$ cat src/rtl/cpu_step_ctrl.sv
// cpu_step_ctrl: run/step/burst/halt sequencer issuing single-cycle clock enables to the CPU
module cpu_step_ctrl #(
    parameter int DIV_W       = 25,
    parameter int DEFAULT_DIV = 2500000,
    parameter int DB_CYCLES   = 500000,
    parameter int BURST_W     = 8
) (
    input  logic               clk_in,
    input  logic               reset_n,
    input  logic               run_sw,
    input  logic               step_btn,
    input  logic               halt_req,
    input  logic               div_load,
    input  logic [DIV_W-1:0]   div_value,
    input  logic               burst_start,
    input  logic [BURST_W-1:0] burst_count,
    output logic               cpu_ce,
    output logic               cpu_clk,
    output logic [1:0]         state,
    output logic [15:0]        steps_done
);
    localparam int DB_W = DB_CYCLES > 1 ? $clog2(DB_CYCLES) : 1;

    typedef enum logic [1:0] {HALT = 2'b00, RUN = 2'b01, STEP = 2'b10, BURST = 2'b11} state_t;

    state_t             state_q, state_d;
    logic               run_s1_q, run_s1_d, run_s2_q, run_s2_d;
    logic               btn_s1_q, btn_s1_d, btn_s2_q, btn_s2_d;
    logic [DB_W-1:0]    db_cnt_q, db_cnt_d;
    logic               db_lvl_q, db_lvl_d;
    logic               step_evt_q, step_evt_d;
    logic [DIV_W-1:0]   div_q, div_d;
    logic [DIV_W-1:0]   rate_cnt_q, rate_cnt_d;
    logic [BURST_W-1:0] burst_rem_q, burst_rem_d;
    logic               cpu_ce_q, cpu_ce_d;
    logic               cpu_clk_q, cpu_clk_d;
    logic [15:0]        steps_q, steps_d;
    logic               db_diff, db_hit, rate_on, tick;

    // Synchronizers, button debounce, rate divider and divisor register
    always_comb begin
        run_s1_d   = run_sw;
        run_s2_d   = run_s1_q;
        btn_s1_d   = step_btn;
        btn_s2_d   = btn_s1_q;
        db_diff    = btn_s2_q != db_lvl_q;
        db_hit     = db_diff && db_cnt_q == DB_W'(DB_CYCLES - 1);
        db_cnt_d   = (db_diff && !db_hit) ? db_cnt_q + DB_W'(1) : '0;
        db_lvl_d   = db_hit ? btn_s2_q : db_lvl_q;
        step_evt_d = db_hit && btn_s2_q;
        rate_on    = state_q == RUN || state_q == BURST;
        tick       = rate_on && rate_cnt_q == div_q - DIV_W'(1);
        rate_cnt_d = (!rate_on || tick) ? '0 : rate_cnt_q + DIV_W'(1);
        div_d      = (div_load && state_q == HALT) ? (div_value == '0 ? DIV_W'(1) : div_value) : div_q;
    end

    // Mode sequencing; the enable pulse is decided here and registered
    always_comb begin
        state_d     = state_q;
        cpu_ce_d    = 1'b0;
        burst_rem_d = burst_rem_q;
        case (state_q)
            HALT: begin
                if (step_evt_q) begin
                    state_d  = STEP;
                    cpu_ce_d = 1'b1;
                end else if (burst_start && burst_count != '0 && !halt_req) begin
                    state_d     = BURST;
                    burst_rem_d = burst_count;
                end else if (run_s2_q && !halt_req) begin
                    state_d = RUN;
                end
            end
            STEP: state_d = HALT;
            RUN: begin
                if (halt_req || !run_s2_q) state_d = HALT;
                else cpu_ce_d = tick;
            end
            BURST: begin
                if (halt_req) begin
                    state_d     = HALT;
                    burst_rem_d = '0;
                end else if (tick) begin
                    cpu_ce_d    = 1'b1;
                    burst_rem_d = burst_rem_q - BURST_W'(1);
                    state_d     = burst_rem_q == BURST_W'(1) ? HALT : BURST;
                end
            end
            default: state_d = HALT;
        endcase
        cpu_clk_d = cpu_clk_q ^ cpu_ce_d;
        steps_d   = steps_q + {15'b0, cpu_ce_d};
    end

    // State registers with asynchronous active-low reset
    always_ff @(posedge clk_in or negedge reset_n) begin
        if (!reset_n) begin
            state_q     <= HALT;
            run_s1_q    <= 1'b0;
            run_s2_q    <= 1'b0;
            btn_s1_q    <= 1'b0;
            btn_s2_q    <= 1'b0;
            db_cnt_q    <= '0;
            db_lvl_q    <= 1'b0;
            step_evt_q  <= 1'b0;
            div_q       <= DIV_W'(DEFAULT_DIV);
            rate_cnt_q  <= '0;
            burst_rem_q <= '0;
            cpu_ce_q    <= 1'b0;
            cpu_clk_q   <= 1'b0;
            steps_q     <= '0;
        end else begin
            state_q     <= state_d;
            run_s1_q    <= run_s1_d;
            run_s2_q    <= run_s2_d;
            btn_s1_q    <= btn_s1_d;
            btn_s2_q    <= btn_s2_d;
            db_cnt_q    <= db_cnt_d;
            db_lvl_q    <= db_lvl_d;
            step_evt_q  <= step_evt_d;
            div_q       <= div_d;
            rate_cnt_q  <= rate_cnt_d;
            burst_rem_q <= burst_rem_d;
            cpu_ce_q    <= cpu_ce_d;
            cpu_clk_q   <= cpu_clk_d;
            steps_q     <= steps_d;
        end
    end

    assign cpu_ce     = cpu_ce_q;
    assign cpu_clk    = cpu_clk_q;
    assign state      = state_q;
    assign steps_done = steps_q;
endmodule

$ cat config.mk
export PLATFORM = sky130hd
export DESIGN_NAME = cpu_step_ctrl
export DESIGN_NICKNAME = d
export VERILOG_FILES = /design/src/rtl/cpu_step_ctrl.sv
export SDC_FILE = /design/constraint.sdc
export NUM_CORES = 1
export LEC_CHECK = 0
export CAP_MARGIN = 20
export CORE_UTILIZATION = 42
export CTS_CLUSTER_SIZE = 16
export DETAILED_ROUTE_END_ITERATION = 12
export PLACE_DENSITY = 0.67
export SYNTH_ARGS = -nofsm -noshare
export SYNTH_HDL_FRONTEND = slang
export SYNTH_SLANG_ARGS = --single-unit
$ cat constraint.sdc
create_clock -name clk_in -period 4.7 [get_ports clk_in]
set_input_delay 0.705 -clock clk_in [delete_from_list [all_inputs] [get_ports clk_in]]
set_output_delay 0.705 -clock clk_in [all_outputs]
set_load 0.05 [all_outputs]
Yosys cells after proc, flatten, opt, wreduce, memory -nomap -nowiden
Index checks and enable logic that the tools add are counted.
{ "totals": {"reg_bits": 103, "latch_bits": 0, "ramBits": 0, "rom_bits": 0, "input_bits": 40, "word_cells": 74, "n_memories": 0} }
{ "classes": {"addsub": 5, "n_mul": 0, "div": 0, "magnitude_cmp": 0, "n_eq_ne": 12, "shifts": 0, "n_mux": 21, "n_bitwise": 1, "n_reduce_logical": 21} }
{ "op_table": {"columns": ["cell", "count"], "rows": [
  ["$mux W25", 2],
  ["$mux W8", 4],
  ["$add A25 B1 Y25 const B", 1],
  ["$eq A25 B25 Y1", 1],
  ["$logic_not A25 Y1", 1],
  ["$sub A25 B1 Y25 const B", 1],
  ["$add A19 B1 Y19 const B", 1],
  ["$eq A19 B19 Y1 const B", 1],
  ["$mux W19", 1],
  ["$add A16 B1 Y16", 1],
  ["$pmux W8 S2", 1],
  ["$mux W2", 7],
  ["$eq A8 B1 Y1 const B", 1],
  ["$logic_and A1 B1 Y1", 8],
  ["$pmux W2 S4", 1],
  ["$reduce_bool A8 Y1", 1],
  ["$sub A8 B1 Y8 const B", 1],
  ["$eq A2 B2 Y1 const B", 2],
  ["$logic_not A1 Y1", 4],
  ["$mux W1", 4],
  ["$ne A2 B1 Y1 const B", 2],
  ["$ne A4 B2 Y1 const B", 1],
  ["$reduce_and A4 Y1", 1],
  ["$logic_or A1 B1 Y1", 3],
  ["9 further kinds", 9]
]} }

Depth between registers and ports, before layout
{ "logic_depth": {"ltp_word": 7, "mapped_depth": 15} }

Worst setup path before layout
OpenSTA, ideal clock, no wires.
{ "synth_path": {"kind": "reg-to-reg", "from": "register div_q[0]", "to": "register steps_q[12], in the netlist steps_done[12]", "setup_ps": 142, "arrival_time_ps": 3644, "path_slack_ps": 914, "path_stages_with_launch": 16, "cell_sequence": "dfrtp_1 > inv_1 > ha_1 > or4b_1 > or4_4 > nor4_2 > a31oi_1 > nor4_4 > o211ai_4 > o32ai_1 > ha_1 > ha_1 > and3_1 > nor2b_1 > nand2_1 > xnor2_1"} }
{ "synth_between": {"elab_chain_cells": 7} }
{ "synth_rtl": {"columns": ["element", "line_no", "rtl"], "rows": [
  ["start, declared", "32", "logic [DIV_W-1:0] div_q, div_d;"],
  ["start signal, assigned", "106", "div_q <= DIV_W'(DEFAULT_DIV);"],
  ["start signal, assigned", "121", "div_q <= div_d;"],
  ["$sub A25 B1 Y25 *", "52", "tick = rate_on && rate_cnt_q == div_q - DIV_W'(1);"],
  ["$eq A25 B25 Y1 *", "52", null],
  ["$logic_and A1 B1 Y1 *", "52", null],
  ["$mux W1", "83", "end else if (tick) begin"],
  ["$mux W1", "80", "if (halt_req) begin"],
  ["$pmux W1 S3 *", "62", "case (state_q)"],
  ["net cpu_ce_d", "35", "logic cpu_ce_q, cpu_ce_d;"],
  ["$add A16 B1 Y16 *", "92", "steps_d = steps_q + {15'b0, cpu_ce_d};"],
  ["net steps_d[12]", "37", "logic [15:0] steps_q, steps_d;"],
  ["end signal, assigned", "126", "steps_q <= steps_d;"],
  ["end, declared", "37", null]
]} }
Mark *: on every way through the listed nets, which the timed path passes. The rest lies on a longest branch.
A chain may end at the register's enable or synchronous reset.

Worst setup path in the final report
Same ends and word-level chain as after synthesis.

==> metrics.cfg <==
[status]
outcome = finished, final reports clean

[setup_path]
worstPathRequired_ps = 4940
worstReg2RegEnd = steps_done[12]$_DFF_PN0_
r2r-start = div_q[0]$_DFFE_PN0P_
cp_cell_sequence = inv_1 -> ha_1 -> or4b_1 -> or4_4 -> nor4_2 -> a31oi_1 -> nor4_4 -> o211ai_4 -> o32ai_1 -> ha_1 -> ha_1 -> and3_1 -> nor2b_1 -> nand2_1 -> xnor2_1
worst_path_most_repeated_cell = ha_1
cp_max_fo = 6
r2r_slack_ps = 540
critPathCaptureType = register
path_buf_inv = 1
cp.depth = 15
arrival_ps = 4400
worstSetupPathType = register to register
critical_path.slowest_cell = or4_4
startpoint_type = register
cp_slowest_stage_delay_ps = 470
reg2regPathDepth = 15
critPathTopFamily = simple AND/OR/NAND/NOR gates

[clocking]
cts-root-buf = clkbuf_16
cts_inserted_buffers = 9
clkLatencyLatePin_ps = 350
cts_resized = 0
clkTransAtPathRegs_ps = 70
tritoncts = yes
post-cts-setup-buffer-count = 0
cts.sinks = 103
htree_levels = 3
cts_max_path_buffers = 2
hold_buffers = 0

[sta]
drv_slew = 0
min_period_over_period_pct = 88.5
clock.fmax_mhz = 241
period_minus_slack_ps = 4160
final_hold_viol_count = 0
setup_tns_ps = 0
fin_skew_ps = 8.62
setup_violations = 0
holdWs_ps = 353
rsz0062_at_grt = false
tightest_slew_ps = 849
relSlewSlack_pct = 43.4

[yosys]
ys_warn_count = 0
ys_seq_area_share_pct = 46.1
ys_ff_latch = 103
syn-cell-area_sq_mm = 0.00561
synth_edf_count = 0
synth_flop_cell = dfrtp_1
async_flop_share_pct = 100
mappedNetlistNets = 616
synth_cell_types = 58
syn_area_per_cell_sq_um = 9.86
netlist_instances = 569

[place]
portBuffers = 59
post-dp-hpwl_microns = 8970
globalplace.congestion = 0.870

[drt]
final_antenna_net_count = 0
wirelength_microns = 12400
vias = 4374
via_per_inst = 5.46
firstDrtPassIters = 4
wl_per_cell_microns = 15.5
route.detailed.drc = 0
drtIter0Drc = 235

[min_path]
hp-class = register to register
holdPathEnd = btn_s2_q$_DFF_PN0_
min_from = btn_s1_q$_DFF_PN0_
hold_depth = 0

[job]
maxCapViolCount = 0

[cells_and_area]
drive_above_1_share_pct = 10.2
multi_input_area_sq_mm = 0.00290
mostFrequentLayoutCells = dfrtp_1, nor2_1, clkdlybuf4s50_1
syn_to_final_growth_pct = 18.5
nets = 671
final_common_cell = dfrtp_1
diodes = 0
fin_util_pct = 51.9
regArea_sq_mm = 0.00259
n_fill_cell = 1153

[floorplan]
die_h_microns = 118
dieArea_sq_mm = 0.0138
initial_core_util_pct = 43.8
pin_count = 60
dieWidth_microns = 118
core_sq_mm = 0.0128
rows = 41

[global_route]
grt_first_pass_wirelength_microns = 21500
grt_max_degree = 70
first_global_vias = 4593
grt.overflow.total = 0
antenna_found_initial = 0
grtUsageTotal_pct = 19.2

[pwr]
vdd_drop_max_mv = 0.180
powerDensity_mw_per_mm2 = 342
leakage_nw = 2.70

registers in the layout, summed over array words and instances, names as in the netlist:
signal	flops
steps_done	16
run_s1_q	1
run_s2_q	1
div_q	25
step_evt_q	1
db_cnt_q	19
btn_s1_q	1
cpu_clk	1
btn_s2_q	1
cpu_ce	1
rate_cnt_q	25
db_lvl_q	1
burst_rem_q	8
state	2
per-stage QoR:
stage	cells	instance area [sq um]	total power, mW	setup slack, ps
2_1_floorplan	569	5610	1.43	914
3_3_place_gp	785	6380	1.56	665
3_5_place_dp	785	6380	1.58	538
4_1_cts	801	6650	2.30	514
5_1_grt	801	6650	2.40	214
6_report	801	6650	2.27	542
per-layer routing:
| metal | GRT usage [%] | vias to the layer above | share of wire (%) |
|---|---|---|---|
| met4 | 6.33 | 0 | 1.7 |
| li1 | - | 2116 | - |
| met2 | 31.6 | 84 | 48 |
| met1 | 24.2 | 2160 | 46 |
| met5 | 0 | - | 0 |
| met3 | 5.52 | 14 | 4.2 |
how the worst max path moves through the flow:
stage / end / startpoint / slack, ps
5_1_grt: steps_done[12]$_DFF_PN0_ / div_q[0]$_DFFE_PN0P_ / 210
2_1_floorplan: steps_done[12]$_DFF_PN0_ / div_q[0]$_DFFE_PN0P_ / 910
3_3_place_gp: steps_done[12]$_DFF_PN0_ / div_q[0]$_DFFE_PN0P_ / 670
4_1_cts: steps_done[12]$_DFF_PN0_ / div_q[0]$_DFFE_PN0P_ / 510
6_report: steps_done[12]$_DFF_PN0_ / div_q[0]$_DFFE_PN0P_ / 540
3_5_place_dp: steps_done[12]$_DFF_PN0_ / div_q[0]$_DFFE_PN0P_ / 540
cells by family (layout without fill, tap and decap cells):
logic type | after synthesis | in the layout | share of synthesized area [%]
XOR/XNOR | 81 | 81 | 12.6
adder cells (fa/ha/maj) | 7 | 7 | 1.56
multiplexers | 26 | 26 | 5.15
buffers and inverters | 33 | 93 | 2.34
flip-flops | 103 | 103 | 46.1
AND/OR/NAND/NOR | 262 | 262 | 24.9
AO/OA/AOI/OAI | 57 | 57 | 7.25
report_power, final:
group	total, mW	switching (mW)	internal [mW]	leakage (nW)
sequential	1.12	0.135	0.988	1.32
combinational	0.443	0.223	0.220	1.25
clock	0.708	0.344	0.364	0.134
total	2.27	0.702	1.57	2.70
synth_stat cells, drive strengths merged, types with 7 or more instances:
library cell  instances  area share (%)
a21oi                 9            0.80
and3                 19             2.1
clkbuf               14            0.94
dfrtp                95              42
dfstp                 8             3.7
ha                    7             1.6
inv                  14            0.94
mux2                 23             4.6
nand2                47             3.1
nand3                25             2.2
nand4                 9             1.0
nor2                 70             4.7
nor3                 14             1.4
nor4                 22             2.8
o21ai                19             1.7
or3                  11             1.2
or4                   8             1.2
xnor2                42             6.6
xor2                 39             6.1
cell type report:
class	instances	area share, %
multi-input combinational	433	43.7
sequential	103	38.9
timing repair buffer	63	9.29
clock buffer	10	3.44
tap	172	3.24
inverter	14	0.790
clock inverter	6	0.659
(Power assumes the default switching activity.)
